==> src/rtl/tdm_pkg.sv <==
// rtl/tdm_pkg.sv - shared types and constants for the 4-channel TDM demultiplexer
//
// Purpose : frame-lock state encoding and frame geometry shared by the
//           demultiplexer top level and its testbench.
package tdm_pkg;

  localparam int SLOTS  = 4;
  localparam int SLOT_W = 2;

  typedef enum logic {
    HUNT   = 1'b0,
    LOCKED = 1'b1
  } tdm_state_t;

endpackage

==> src/rtl/tdm_slot_deser.sv <==
// rtl/tdm_slot_deser.sv - MSB-first serial-to-parallel slot word deserializer
//
// Purpose : assembles one WORD_W-bit slot word from qualified serial beats.
// Ports   :
//   clk, rst      clock and asynchronous active-high reset
//   din           serial data bit
//   i_shift       shift din in as the next bit of the current word
//   i_load_first  start a new word with din as its MSB (wins over i_shift)
//   o_word        completed word, valid while o_done is high
//   o_done        this beat supplies the last bit of the word
//   o_at_first    next beat will be the MSB of a word
module tdm_slot_deser #(
  parameter int WORD_W = 8
) (
  input  logic              clk,
  input  logic              rst,
  input  logic              din,
  input  logic              i_shift,
  input  logic              i_load_first,
  output logic [WORD_W-1:0] o_word,
  output logic              o_done,
  output logic              o_at_first
);

  localparam int               CNT_W    = $clog2(WORD_W);
  localparam logic [CNT_W-1:0] CNT_LAST = CNT_W'(WORD_W - 1);

  // Only WORD_W-1 bits are stored: the final bit is taken straight from din,
  // so the completed word is available combinationally on the done beat.
  logic [WORD_W-2:0] r_shift;
  logic [CNT_W-1:0]  r_cnt;

  assign o_done     = i_shift && !i_load_first && (r_cnt == CNT_LAST);
  assign o_word     = {r_shift, din};
  assign o_at_first = (r_cnt == '0);

  always_ff @(posedge clk or posedge rst) begin
    if (rst) begin
      r_shift <= '0;
      r_cnt   <= '0;
    end else if (i_load_first) begin
      r_shift <= (WORD_W-1)'(din);
      r_cnt   <= CNT_W'(1);
    end else if (i_shift) begin
      r_shift <= (r_shift << 1) | (WORD_W-1)'(din);
      r_cnt   <= o_done ? '0 : r_cnt + CNT_W'(1);
    end
  end

endmodule

==> src/rtl/tdm_demux_4ch.sv <==
// rtl/tdm_demux_4ch.sv - 4-slot serial TDM demultiplexer with frame lock
//
// Purpose : locks to fsync, deserializes four WORD_W-bit slots per frame and
//           publishes them together once slot 3 completes.
// Ports   :
//   clk, rst      clock and asynchronous active-high reset
//   din           serial data, MSB of each slot first
//   din_valid     qualifies din and fsync
//   fsync         first bit of slot 0
//   a, b, c, d    last complete words of slots 0..3
//   out_valid     one-cycle pulse when a..d take a new frame
//   sync_err      one-cycle pulse on a misplaced fsync
//   locked        frame lock acquired
module tdm_demux_4ch #(
  parameter int WORD_W = 8,
  parameter int SLOTS  = 4
) (
  input  logic              clk,
  input  logic              rst,
  input  logic              din,
  input  logic              din_valid,
  input  logic              fsync,
  output logic [WORD_W-1:0] a,
  output logic [WORD_W-1:0] b,
  output logic [WORD_W-1:0] c,
  output logic [WORD_W-1:0] d,
  output logic              out_valid,
  output logic              sync_err,
  output logic              locked
);

  import tdm_pkg::*;

  localparam logic [SLOT_W-1:0] SLOT_LAST = SLOT_W'(SLOTS - 1);

  tdm_state_t        r_state, w_next;
  logic [SLOT_W-1:0] r_slot;
  logic [WORD_W-1:0] r_stage0, r_stage1, r_stage2;
  logic [WORD_W-1:0] r_a, r_b, r_c, r_d;
  logic              r_out_valid, r_sync_err;

  logic              w_shift, w_load_first, w_resync;
  logic [WORD_W-1:0] w_word;
  logic              w_done, w_at_first;

  tdm_slot_deser #(.WORD_W(WORD_W)) u_deser (
    .clk          (clk),
    .rst          (rst),
    .din          (din),
    .i_shift      (w_shift),
    .i_load_first (w_load_first),
    .o_word       (w_word),
    .o_done       (w_done),
    .o_at_first   (w_at_first)
  );

  always_ff @(posedge clk or posedge rst) begin
    if (rst) r_state <= HUNT;
    else     r_state <= w_next;
  end

  // A frame-start fsync is just a normal shift; fsync anywhere else restarts
  // the frame on this very beat, which also pre-empts a slot-3 completion.
  always_comb begin
    w_next       = r_state;
    w_shift      = 1'b0;
    w_load_first = 1'b0;
    w_resync     = 1'b0;
    case (r_state)
      HUNT: begin
        if (din_valid && fsync) begin
          w_next       = LOCKED;
          w_load_first = 1'b1;
        end
      end
      LOCKED: begin
        if (din_valid) begin
          if (fsync && !((r_slot == '0) && w_at_first)) begin
            w_resync     = 1'b1;
            w_load_first = 1'b1;
          end else begin
            w_shift = 1'b1;
          end
        end
      end
      default: w_next = HUNT;
    endcase
  end

  always_ff @(posedge clk or posedge rst) begin
    if (rst) begin
      r_slot      <= '0;
      r_stage0    <= '0;
      r_stage1    <= '0;
      r_stage2    <= '0;
      r_a         <= '0;
      r_b         <= '0;
      r_c         <= '0;
      r_d         <= '0;
      r_out_valid <= 1'b0;
      r_sync_err  <= 1'b0;
    end else begin
      r_out_valid <= 1'b0;
      r_sync_err  <= w_resync;
      if (w_load_first) begin
        r_slot <= '0;
      end else if (w_done) begin
        r_slot <= r_slot + SLOT_W'(1);
        if (r_slot == SLOT_LAST) begin
          r_a         <= r_stage0;
          r_b         <= r_stage1;
          r_c         <= r_stage2;
          r_d         <= w_word;
          r_out_valid <= 1'b1;
        end else begin
          case (r_slot)
            2'd0:    r_stage0 <= w_word;
            2'd1:    r_stage1 <= w_word;
            default: r_stage2 <= w_word;
          endcase
        end
      end
    end
  end

  assign a         = r_a;
  assign b         = r_b;
  assign c         = r_c;
  assign d         = r_d;
  assign out_valid = r_out_valid;
  assign sync_err  = r_sync_err;
  assign locked    = (r_state == LOCKED);

endmodule

==> config.mk <==
export PLATFORM = sky130hd
export DESIGN_NAME = tdm_demux_4ch
export DESIGN_NICKNAME = d
export VERILOG_FILES = /design/src/rtl/tdm_pkg.sv /design/src/rtl/tdm_slot_deser.sv /design/src/rtl/tdm_demux_4ch.sv
export SDC_FILE = /design/constraint.sdc
export NUM_CORES = 1
export LEC_CHECK = 0
export CAP_MARGIN = 10
export CORE_UTILIZATION = 45
export CTS_CLUSTER_DIAMETER = 80
export DETAILED_ROUTE_END_ITERATION = 10
export HOLD_SLACK_MARGIN = 0.15
export PLACE_DENSITY_LB_ADDON = 0.25
export SLEW_MARGIN = 10
export SYNTH_ARGS = -nofsm -noshare
export SYNTH_HDL_FRONTEND = slang
export SYNTH_SLANG_ARGS = --single-unit
==> constraint.sdc <==
create_clock -name clk -period 2.5 [get_ports clk]
set_input_delay 0.5 -clock clk [delete_from_list [all_inputs] [get_ports clk]]
set_output_delay 0.5 -clock clk [all_outputs]
set_load 0.1 [all_outputs]
After elaboration in Yosys (flattened, before gate mapping)
Index checks and enable logic that the tools add are counted.
{ "totals": {"register_bits": 71, "latch_bits": 0, "ram_bits": 0, "romBits": 0, "inputBits": 5, "out_inout_bits": 35, "elab_cells": 58, "memories": 0} }
{ "classes": {"addsub": 2, "n_mul": 0, "div": 0, "magnitude_cmp": 0, "n_eq_ne": 3, "shift": 0, "muxes": 19, "n_bitwise": 5, "reduce_logical": 16} }
{ "op_table": {"columns": ["cell", "count"], "rows": [
  ["$mux 7", 2],
  ["$reduce_and 4->1", 3],
  ["$mux 1", 11],
  ["$mux 3", 3],
  ["$or 7x1->7", 1],
  ["$logic_and 1x1->1", 5],
  ["$mux 2", 2],
  ["$not 1->1", 4],
  ["$reduce_bool 2->1", 2],
  ["$add 3x1->3 const B", 1],
  ["$eq 3x3->1 const B", 1],
  ["$logic_not 3->1", 1],
  ["$reduce_and 3->1", 1],
  ["$add 2x1->2 const B", 1],
  ["$eq 2x1->1 const B", 1],
  ["$eq 2x2->1 const B", 1],
  ["$logic_not 1->1", 2],
  ["$logic_not 2->1", 1],
  ["$pmux 1 s2", 1],
  ["$reduce_or 2->1", 1]
]} }

Depth between registers and ports, before layout
Gate-level depths: netlist of run 1.
{ "logic_depth": {"ltp_word": 13, "ltp_mapped": 6, "mapped_depth_nobuf": 5} }

Modules after synthesis
From an unflattened synthesis of run 1, not the netlist that was laid out.
{ "hier_totals": {"cells_unflattened": 192, "hier_area_um2": 2889.0} }
{ "by_module_without_submodules": {"columns": ["mod", "instances", "cells_per_inst", "area_each_um2", "seq_area_each_um2"], "rows": [
  ["tdm_demux_4ch", 1, 149, 2401.1, 1526.5],
  ["tdm_slot_deser", 1, 43, 488.0, 250.2]
]} }

Least setup slack after synthesis of run 1
Ideal clock, no wire load.
{ "synth_timing": {"path_kind": "flip-flop to flip-flop", "start": "register r_state (netlist: locked)", "end": "register r_stage2[0]", "setup_time_ps": 125, "arrival_ps": 2140, "required_time_ps": 2375, "setup_slack_ps": 234, "path_stages_with_launch": 5, "n_path_buf": 1, "period_less_slack_ps": 2266, "cell_sequence": "dfrtp_1 nand4b_4 or4_4 buf_6 mux2_4"} }
{ "synth_via": {"elab_chain_cells": 6, "elab_cells_between_ends": 8, "classes_between": "mux (2); bitwise (2); reduce/logical (4)"} }
{ "synth_lines": {"columns": ["element", "line_no", "rtl"], "rows": [
  ["start: declaration", "tdm_demux_4ch.sv:36", "tdm_state_t r_state, w_next;"],
  ["start signal: assignment", "tdm_demux_4ch.sv:59", "else r_state <= w_next;"],
  ["$not 1->1", null, null],
  ["$pmux 1 s2", "tdm_demux_4ch.sv:69", "case (r_state)"],
  ["$logic_not 1->1", "tdm_slot_deser.sv:33", "assign o_done = i_shift && !i_load_first && (r_cnt == CNT_LAST);"],
  ["$logic_and 1x1->1 (2 in a row)", "tdm_slot_deser.sv:33", null],
  ["$reduce_and 4->1 (no line) (*)", null, null],
  ["end signal: assignment", "tdm_demux_4ch.sv:119", "default: r_stage2 <= w_word;"],
  ["end: declaration", "tdm_demux_4ch.sv:38", "logic [WORD_W-1:0] r_stage0, r_stage1, r_stage2;"]
]} }
Mark *: on every way between the ends. The rest lies on a longest branch, timed or not.
A chain may end at the register's enable or synchronous reset.

Final worst setup path of run 1
{ "layout_timing": {"start": "register u_deser.r_cnt[1]", "end": "register r_stage2[4]"} }
{ "layout_via": {"elab_chain_cells": 11, "elab_cells_between_ends": 16, "classes_between": "eq/ne (1); mux (6); bitwise (1); reduce/logical (8)"} }
{ "layout_lines": {"columns": ["element", "line_no", "rtl"], "rows": [
  ["start: declaration", "tdm_slot_deser.sv:31", "logic [CNT_W-1:0] r_cnt;"],
  ["start signal: assignment", "tdm_slot_deser.sv:46", "r_cnt <= o_done ? '0 : r_cnt + CNT_W'(1);"],
  ["$logic_not 3->1", "tdm_slot_deser.sv:35", "assign o_at_first = (r_cnt == '0);"],
  ["$logic_and 1x1->1", "tdm_demux_4ch.sv:78", "if (fsync && !((r_slot == '0) && w_at_first)) begin"],
  ["$logic_not 1->1", "tdm_demux_4ch.sv:78", null],
  ["$logic_and 1x1->1", "tdm_demux_4ch.sv:78", null],
  ["$mux 1", "tdm_demux_4ch.sv:78", null],
  ["$mux 1", "tdm_demux_4ch.sv:77", "if (din_valid) begin"],
  ["$pmux 1 s2", "tdm_demux_4ch.sv:69", null],
  ["$logic_not 1->1", "tdm_slot_deser.sv:33", null],
  ["$logic_and 1x1->1 (2 in a row)", "tdm_slot_deser.sv:33", null],
  ["$reduce_and 4->1 (no line) (*)", null, null]
]} }
Marks and branches as above.

==> results of run 1 <==
path summary, 6_finish.rpt:
check / from / endpoint / slack [ps] / depth (start not counted)
worst min-delay path: r_stage1[0]$_DFFE_PP0P_ / b[0]$_DFFE_PP0P_ / 510 / 1
min in group asynchronous: rst / c[1]$_DFFE_PP0P_ / 560 / 3
worst min register to register: r_stage1[0]$_DFFE_PP0P_ / b[0]$_DFFE_PP0P_ / 510 / 1
worst max-delay path: u_deser.r_cnt[1]$_DFFE_PP0P_ / r_stage2[4]$_DFFE_PP0P_ / 500 / 5
max in group asynchronous: rst / u_deser.r_shift[4]$_DFFE_PP0P_ / 1640 / 3
worst max register to register: u_deser.r_cnt[1]$_DFFE_PP0P_ / r_stage2[4]$_DFFE_PP0P_ / 500 / 5
state kept, by name (all words and copies together) (netlist names):
signal           count
locked               1
b                    8
r_stage2             8
r_stage1             8
u_deser.r_shift      7
r_slot               2
out_valid            1
d                    8
c                    8
r_stage0             8
a                    8
sync_err             1
u_deser.r_cnt        3
stage by stage:
step / hold slack, ps / cell area [um2] / instances / power [mW] / util, %
2_1_floorplan: 475 / 2900 / 182 / 1.61 / -
3_3_place_gp: 491 / 3340 / 297 / 1.72 / 55.1
3_5_place_dp: 493 / 3340 / 297 / 1.74 / 55.1
4_1_cts: 511 / 3530 / 313 / 2.61 / 58.3
5_1_grt: 523 / 3530 / 313 / 2.71 / 58.3
6_report: 505 / 3530 / 313 / 2.58 / 58.3
layer usage:
metal	part of all wire (%)	global-route usage, %	up-vias
li1	-	-	755
met1	51	24.7	803
met2	43	23.0	36
met3	4.0	4.18	10
met4	1.9	8.42	0
met5	0	0	-
power by group through the flow:
stage	clock, mW	combinational [mW]	sequential, mW
CTS	0.889	0.359	1.36
global route	0.935	0.396	1.37
finish	0.862	0.352	1.36
floorplan	0	0.253	1.36
detailed placement	0	0.356	1.38
global placement	0	0.346	1.38
cell type report:
cell class | count | area, um2 | share of cell area (%)
Inverter | 10 | 37.5 | 1.06
Clock buffer | 14 | 183 | 5.17
Timing Repair Buffer | 45 | 373 | 10.6
Multi-Input combinational cell | 96 | 1060 | 29.9
Tap cell | 75 | 93.8 | 2.66
Clock inverter | 2 | 12.5 | 0.354
Sequential cell | 71 | 1780 | 50.3
layout by cell type (no fill, tap or decap), types with 2 or more instances in the layout:
cell,n
a211oi_4,2
clkdlybuf4s50_1,4
clkbuf_8,13
dfrtp_1,71
buf_4,39
o21ai_0,7
nand2_1,2
ha_1,6
mux2i_1,6
buf_12,2
a22o_1,3
inv_1,9
mux2_2,49
mux2_4,8
logic make-up after synthesis:
family,after synthesis,share of synthesized area [%]
compound gates,18,5.39
fa+ha+maj,6,2.59
buf+inv,15,2.63
flops,71,61.2
mux,63,25.2
simple gates,9,2.93
==> impl_metrics.py, run 1 <==
metrics = {
    "logic_synthesis": {
        "synth_top_area_share_pct": 61.2,
        "ys_seq_elements": 71,
        "synth_edf_count": 0,
        "synth_cell_types": 25,
        "synthTopCellsByArea": "dfrtp_1, mux2_2, mux2_4, ha_1, mux2i_1",
        "yosys_most_used_dff": "dfrtp_1",
        "ys_seq_area_share_pct": 61.2,
        "synth.largest_area_cell": "dfrtp_1",
        "synthCells": 182,
        "synth_commonest_cells": "dfrtp_1, mux2_2, inv_1",
        "synth_fp_nets": 193,
        "avgSynthCellArea_um2": 15.9,
        "ys_warn_count": 0,
        "async_flop_share_pct": 100,
        "synth_area_mm2": 0.00290,
        "yosysMostFrequentCell": "dfrtp_1",
    },
    "cells_and_area": {
        "nets": 244,
        "fillers": 490,
        "num_antenna_cells": 0,
        "areaGrowthSynthToFinish_pct": 21.7,
        "drive_gt1_share_pct": 50.8,
    },
    "power_and_ir_drop": {
        "power.leakage_nw": 1.80,
        "p_int_mw": 1.86,
        "power_frac_seq_pct": 52.9,
        "switchingPower_mw": 0.712,
        "p_comb_share_pct": 13.7,
        "ir_drop_mv": 0.402,
        "clkPwrFrac_pct": 33.5,
        "powerDensity_mw_per_mm2": 730,
        "p_sw_share_pct": 27.6,
    },
    "drt": {
        "drt_iter0_markers": 44,
        "drtAntennaViolNets": 0,
        "drc": 0,
        "routed_wirelength_um": 4910,
        "num_vias": 1604,
        "viasPerCell": 5.12,
        "firstDrtPassIters": 4,
        "wire_per_inst_um": 15.7,
    },
    "timing": {
        "setup_ws_ps": 498,
        "fmax_ghz": 0.500,
        "tightest_slew_ps": 499,
        "hold_viol": 0,
        "fin_crit_ps": 2000,
        "skew_ps": 4.62,
        "slew_violations": 0,
        "fin_crit_sh_pct": 80.1,
        "rsz0062_at_grt": "false",
        "relSlewSlack_pct": 66.7,
        "final-setup-viol-count": 0,
        "fin_setup_tns_ps": 0,
    },
    "floorplanning": {
        "fp.dieW_um": 82.3,
        "die-area_mm2": 0.00677,
        "start_util_pct": 47.9,
        "die_h_um": 82.3,
        "fp-row-count": 28,
        "io_pins": 40,
        "core-area_mm2": 0.00606,
    },
    "cts": {
        "clk_pin_slew_ps": 70,
        "post_cts_resized": 0,
        "cts.sinks": 71,
        "cts_max_path_buffers": 2,
        "post_cts_buffers": 0,
        "numCtsBuffers": 9,
        "clk_latency_ps": 330,
        "clk_root_buffer_cell": "clkbuf_8",
        "cts_tree": "done",
        "holdBufCountCts": 0,
        "cts.htree.levels": 3,
    },
    "setup_path": {
        "critPathKind": "register to register",
        "crit_path_frequent_cell": "ha_1",
        "cpMaxStageDelayCell": "or4_4",
        "path_cells": "ha_1 -> ha_1 -> nand4b_4 -> or4_4 -> mux2_4",
        "max_stage_delay_ps": 560,
        "startpoint_type": "register",
        "crit_fanout": 8,
        "worst_path_dominant_cell_family": "simple AND/OR/NAND/NOR gates",
        "cp-end-kind": "register",
        "cp.arrival_ps": 2210,
        "path_buf_inv": 0,
        "critPathRequiredTime_ps": 2710,
    },
    "global_routing": {
        "grt_pass1_vias": 1561,
        "antenna_found_initial": 0,
        "grt_max_degree": 72,
        "grt_pass1_wl_um": 8140,
        "track_usage_pct": 16.8,
        "grt_overflow_total": 0,
    },
    "outcome": {
        "status": "finished, final reports clean",
    },
    "placement": {
        "routabilityCongestion": 0.797,
        "place_ws_ps": 196,
        "dp_hpwl_um": 3290,
        "io_buffers": 39,
    },
    "min_path": {
        "hp-class": "register to register",
    },
    "flow_run": {
        "maxCapViolations": 0,
    },
}
Note: power is estimated with default switching activity, not from simulation.
==> run 2, diff against run 1 <==
clock period = 1.9 ns   (was 2.5 ns; I/O delays follow)
==> run 2 against run 1 <==
Maximum frequency up 8.8%; first-iteration DRC count up 43%; final cell count up 4.2%; worst hold slack worse by 92 ps; utilization up 6.5 points; sequential power up 32%; power up 35%; die area unchanged; via count up 4.0%; wire length up 7.0%; combinational power up 75%; clock skew up 2.3 ps; critical path type unchanged; critical endpoint is now r_stage0[2]$_DFFE_PP0P_; highest routed layer unchanged.
==> impl_metrics.py, run 2 (same netlist as run 1, synthesis figures left out) <==
metrics = {
    "outcome": {
        "status": "finished, final reports clean",
    },
    "drt": {
        "wire_per_inst_um": 16.1,
        "drtAntennaViolNets": 0,
        "routed_wirelength_um": 5250,
        "drt_iter0_markers": 63,
        "viasPerCell": 5.12,
        "num_vias": 1668,
        "firstDrtPassIters": 4,
        "drc": 0,
    },
    "timing": {
        "hold_viol": 0,
        "skew_ps": 6.93,
        "fmax_ghz": 0.543,
        "fin_crit_sh_pct": 96.9,
        "tightest_slew_ps": 468,
        "slew_violations": 0,
        "fin_setup_tns_ps": 0,
        "fin_hold_ws_ps": 413,
        "rsz0062_at_grt": "true",
        "fin_crit_ps": 1840,
        "final-setup-viol-count": 0,
        "setup_ws_ps": 59.8,
        "relSlewSlack_pct": 68.8,
    },
    "cts": {
        "clk_root_buffer_cell": "clkbuf_8",
        "cts.sinks": 71,
        "cts_max_path_buffers": 2,
        "cts_tree": "done",
        "clk_latency_ps": 340,
        "clk_pin_slew_ps": 70,
        "numCtsBuffers": 9,
        "cts.htree.levels": 3,
    },
    "cells_and_area": {
        "fillers": 443,
        "drive_gt1_share_pct": 56.2,
        "nets": 258,
        "areaGrowthSynthToFinish_pct": 35.3,
        "final_common_cell": "dfrtp_1",
        "seqCellArea_mm2": 0.00178,
        "most-common-layout-cells": "dfrtp_1, mux2_2, buf_4",
        "multi_input_area_mm2": 0.00111,
        "fin_area_mm2": 0.00393,
        "num_antenna_cells": 0,
    },
    "floorplanning": {
        "fp-row-count": 28,
        "io_pins": 40,
        "start_util_pct": 47.9,
        "fp.dieW_um": 82.3,
        "core-area_mm2": 0.00606,
        "die_h_um": 82.3,
        "die-area_mm2": 0.00677,
    },
    "placement": {
        "placed_area_mm2": 0.00365,
        "dp_hpwl_um": 3600,
        "io_buffers": 39,
        "routabilityCongestion": 0.755,
        "place_ws_ps": -209,
    },
    "power_and_ir_drop": {
        "ir_drop_mv": 0.497,
        "powerDensity_mw_per_mm2": 889,
        "power.leakage_nw": 1.92,
    },
    "setup_path": {
        "startpoint_type": "register",
        "path_buf_inv": 2,
        "crit_fanout": 8,
        "critPathRequiredTime_ps": 2120,
        "cp.arrival_ps": 2060,
        "worst_path_dominant_cell_family": "flip-flops",
        "cp-end-kind": "register",
        "crit_start": "u_deser.r_cnt[0]$_DFFE_PP0P_",
        "cpMaxStageDelayCell": "dfrtp_1",
        "path_cells": "ha_2 -> ha_4 -> nand4b_4 -> buf_4 -> a211oi_4 -> buf_12 -> mux2_2",
        "rr_startpoint": "u_deser.r_cnt[0]$_DFFE_PP0P_",
        "max_stage_delay_ps": 370,
        "critPathKind": "register to register",
    },
    "global_routing": {
        "grt_pass1_vias": 1711,
        "grt_overflow_total": 0,
        "grt_pass1_wl_um": 8670,
        "antenna_found_initial": 0,
        "grt_max_degree": 41,
        "track_usage_pct": 18.0,
    },
    "flow_run": {
        "maxCapViolations": 0,
    },
    "min_path": {
        "hp-class": "input pin to async pin",
    },
}
[run 2: changes by cell type in the layout (fill, tap and decap cells not counted), moves of 2 or more]
cell / previous run / this run
ha_4: 0 / 2
ha_1: 6 / 1
mux2_2: 49 / 46
buf_12: 2 / 21
ha_2: 0 / 3
mux2_4: 8 / 11
buf_4: 39 / 33
[run 2: power breakdown]
| part | leakage [nW] | switching, mW | internal [mW] |
|---|---|---|---|
| logic | 0.851 | 0.318 | 0.298 |
| clock network | 0.0942 | 0.515 | 0.569 |
| registers | 0.974 | 0.141 | 1.65 |
[run 2: layout make-up]
type / count / area share (%)
repair buffers: 59 / 18.3
inverters: 10 / 1.05
flip-flops and latches: 71 / 45.3
clock inverters: 3 / 0.446
multi-input cells: 96 / 28.2
well taps: 75 / 2.39
clock buffers: 12 / 4.21
[run 2: per-layer routing]
layer	global-route usage, %	wire length [um]
met4	10.5	132
met1	25.1	2590
met3	4.40	195
met2	25.4	2330
met5	0	0
[run 2: per-stage QoR]
step | std cells | power (mW) | utilization (%)
floorplan | 182 | 2.12 | -
global placement | 306 | 2.32 | 60.2
detailed placement | 306 | 2.34 | 60.2
CTS | 326 | 3.49 | 64.2
global route | 326 | 3.67 | 64.8
finish | 326 | 3.49 | 64.8
[run 2: final timing paths]
path / to / slack [ps] / depth (start not counted)
setup / recovery: r_stage0[2]$_DFFE_PP0P_ / 60 / 7
hold / removal: r_stage2[1]$_DFFE_PP0P_ / 410 / 2
setup reg to reg: r_stage0[2]$_DFFE_PP0P_ / 60 / 7
hold reg to reg: a[1]$_DFFE_PP0P_ / 500 / 1
max in group asynchronous: d[0]$_DFFE_PP0P_ / 950 / 3
min in group clk: a[1]$_DFFE_PP0P_ / 500 / 1
[run 2: repair_timing]
action,4_1_cts,5_1_grt
setup buffers,5,0
gates resized for setup,4,8
endpoints found under the setup margin,28,55
cloned,0,0
pin swaps,1,5
hold buffers,0,0
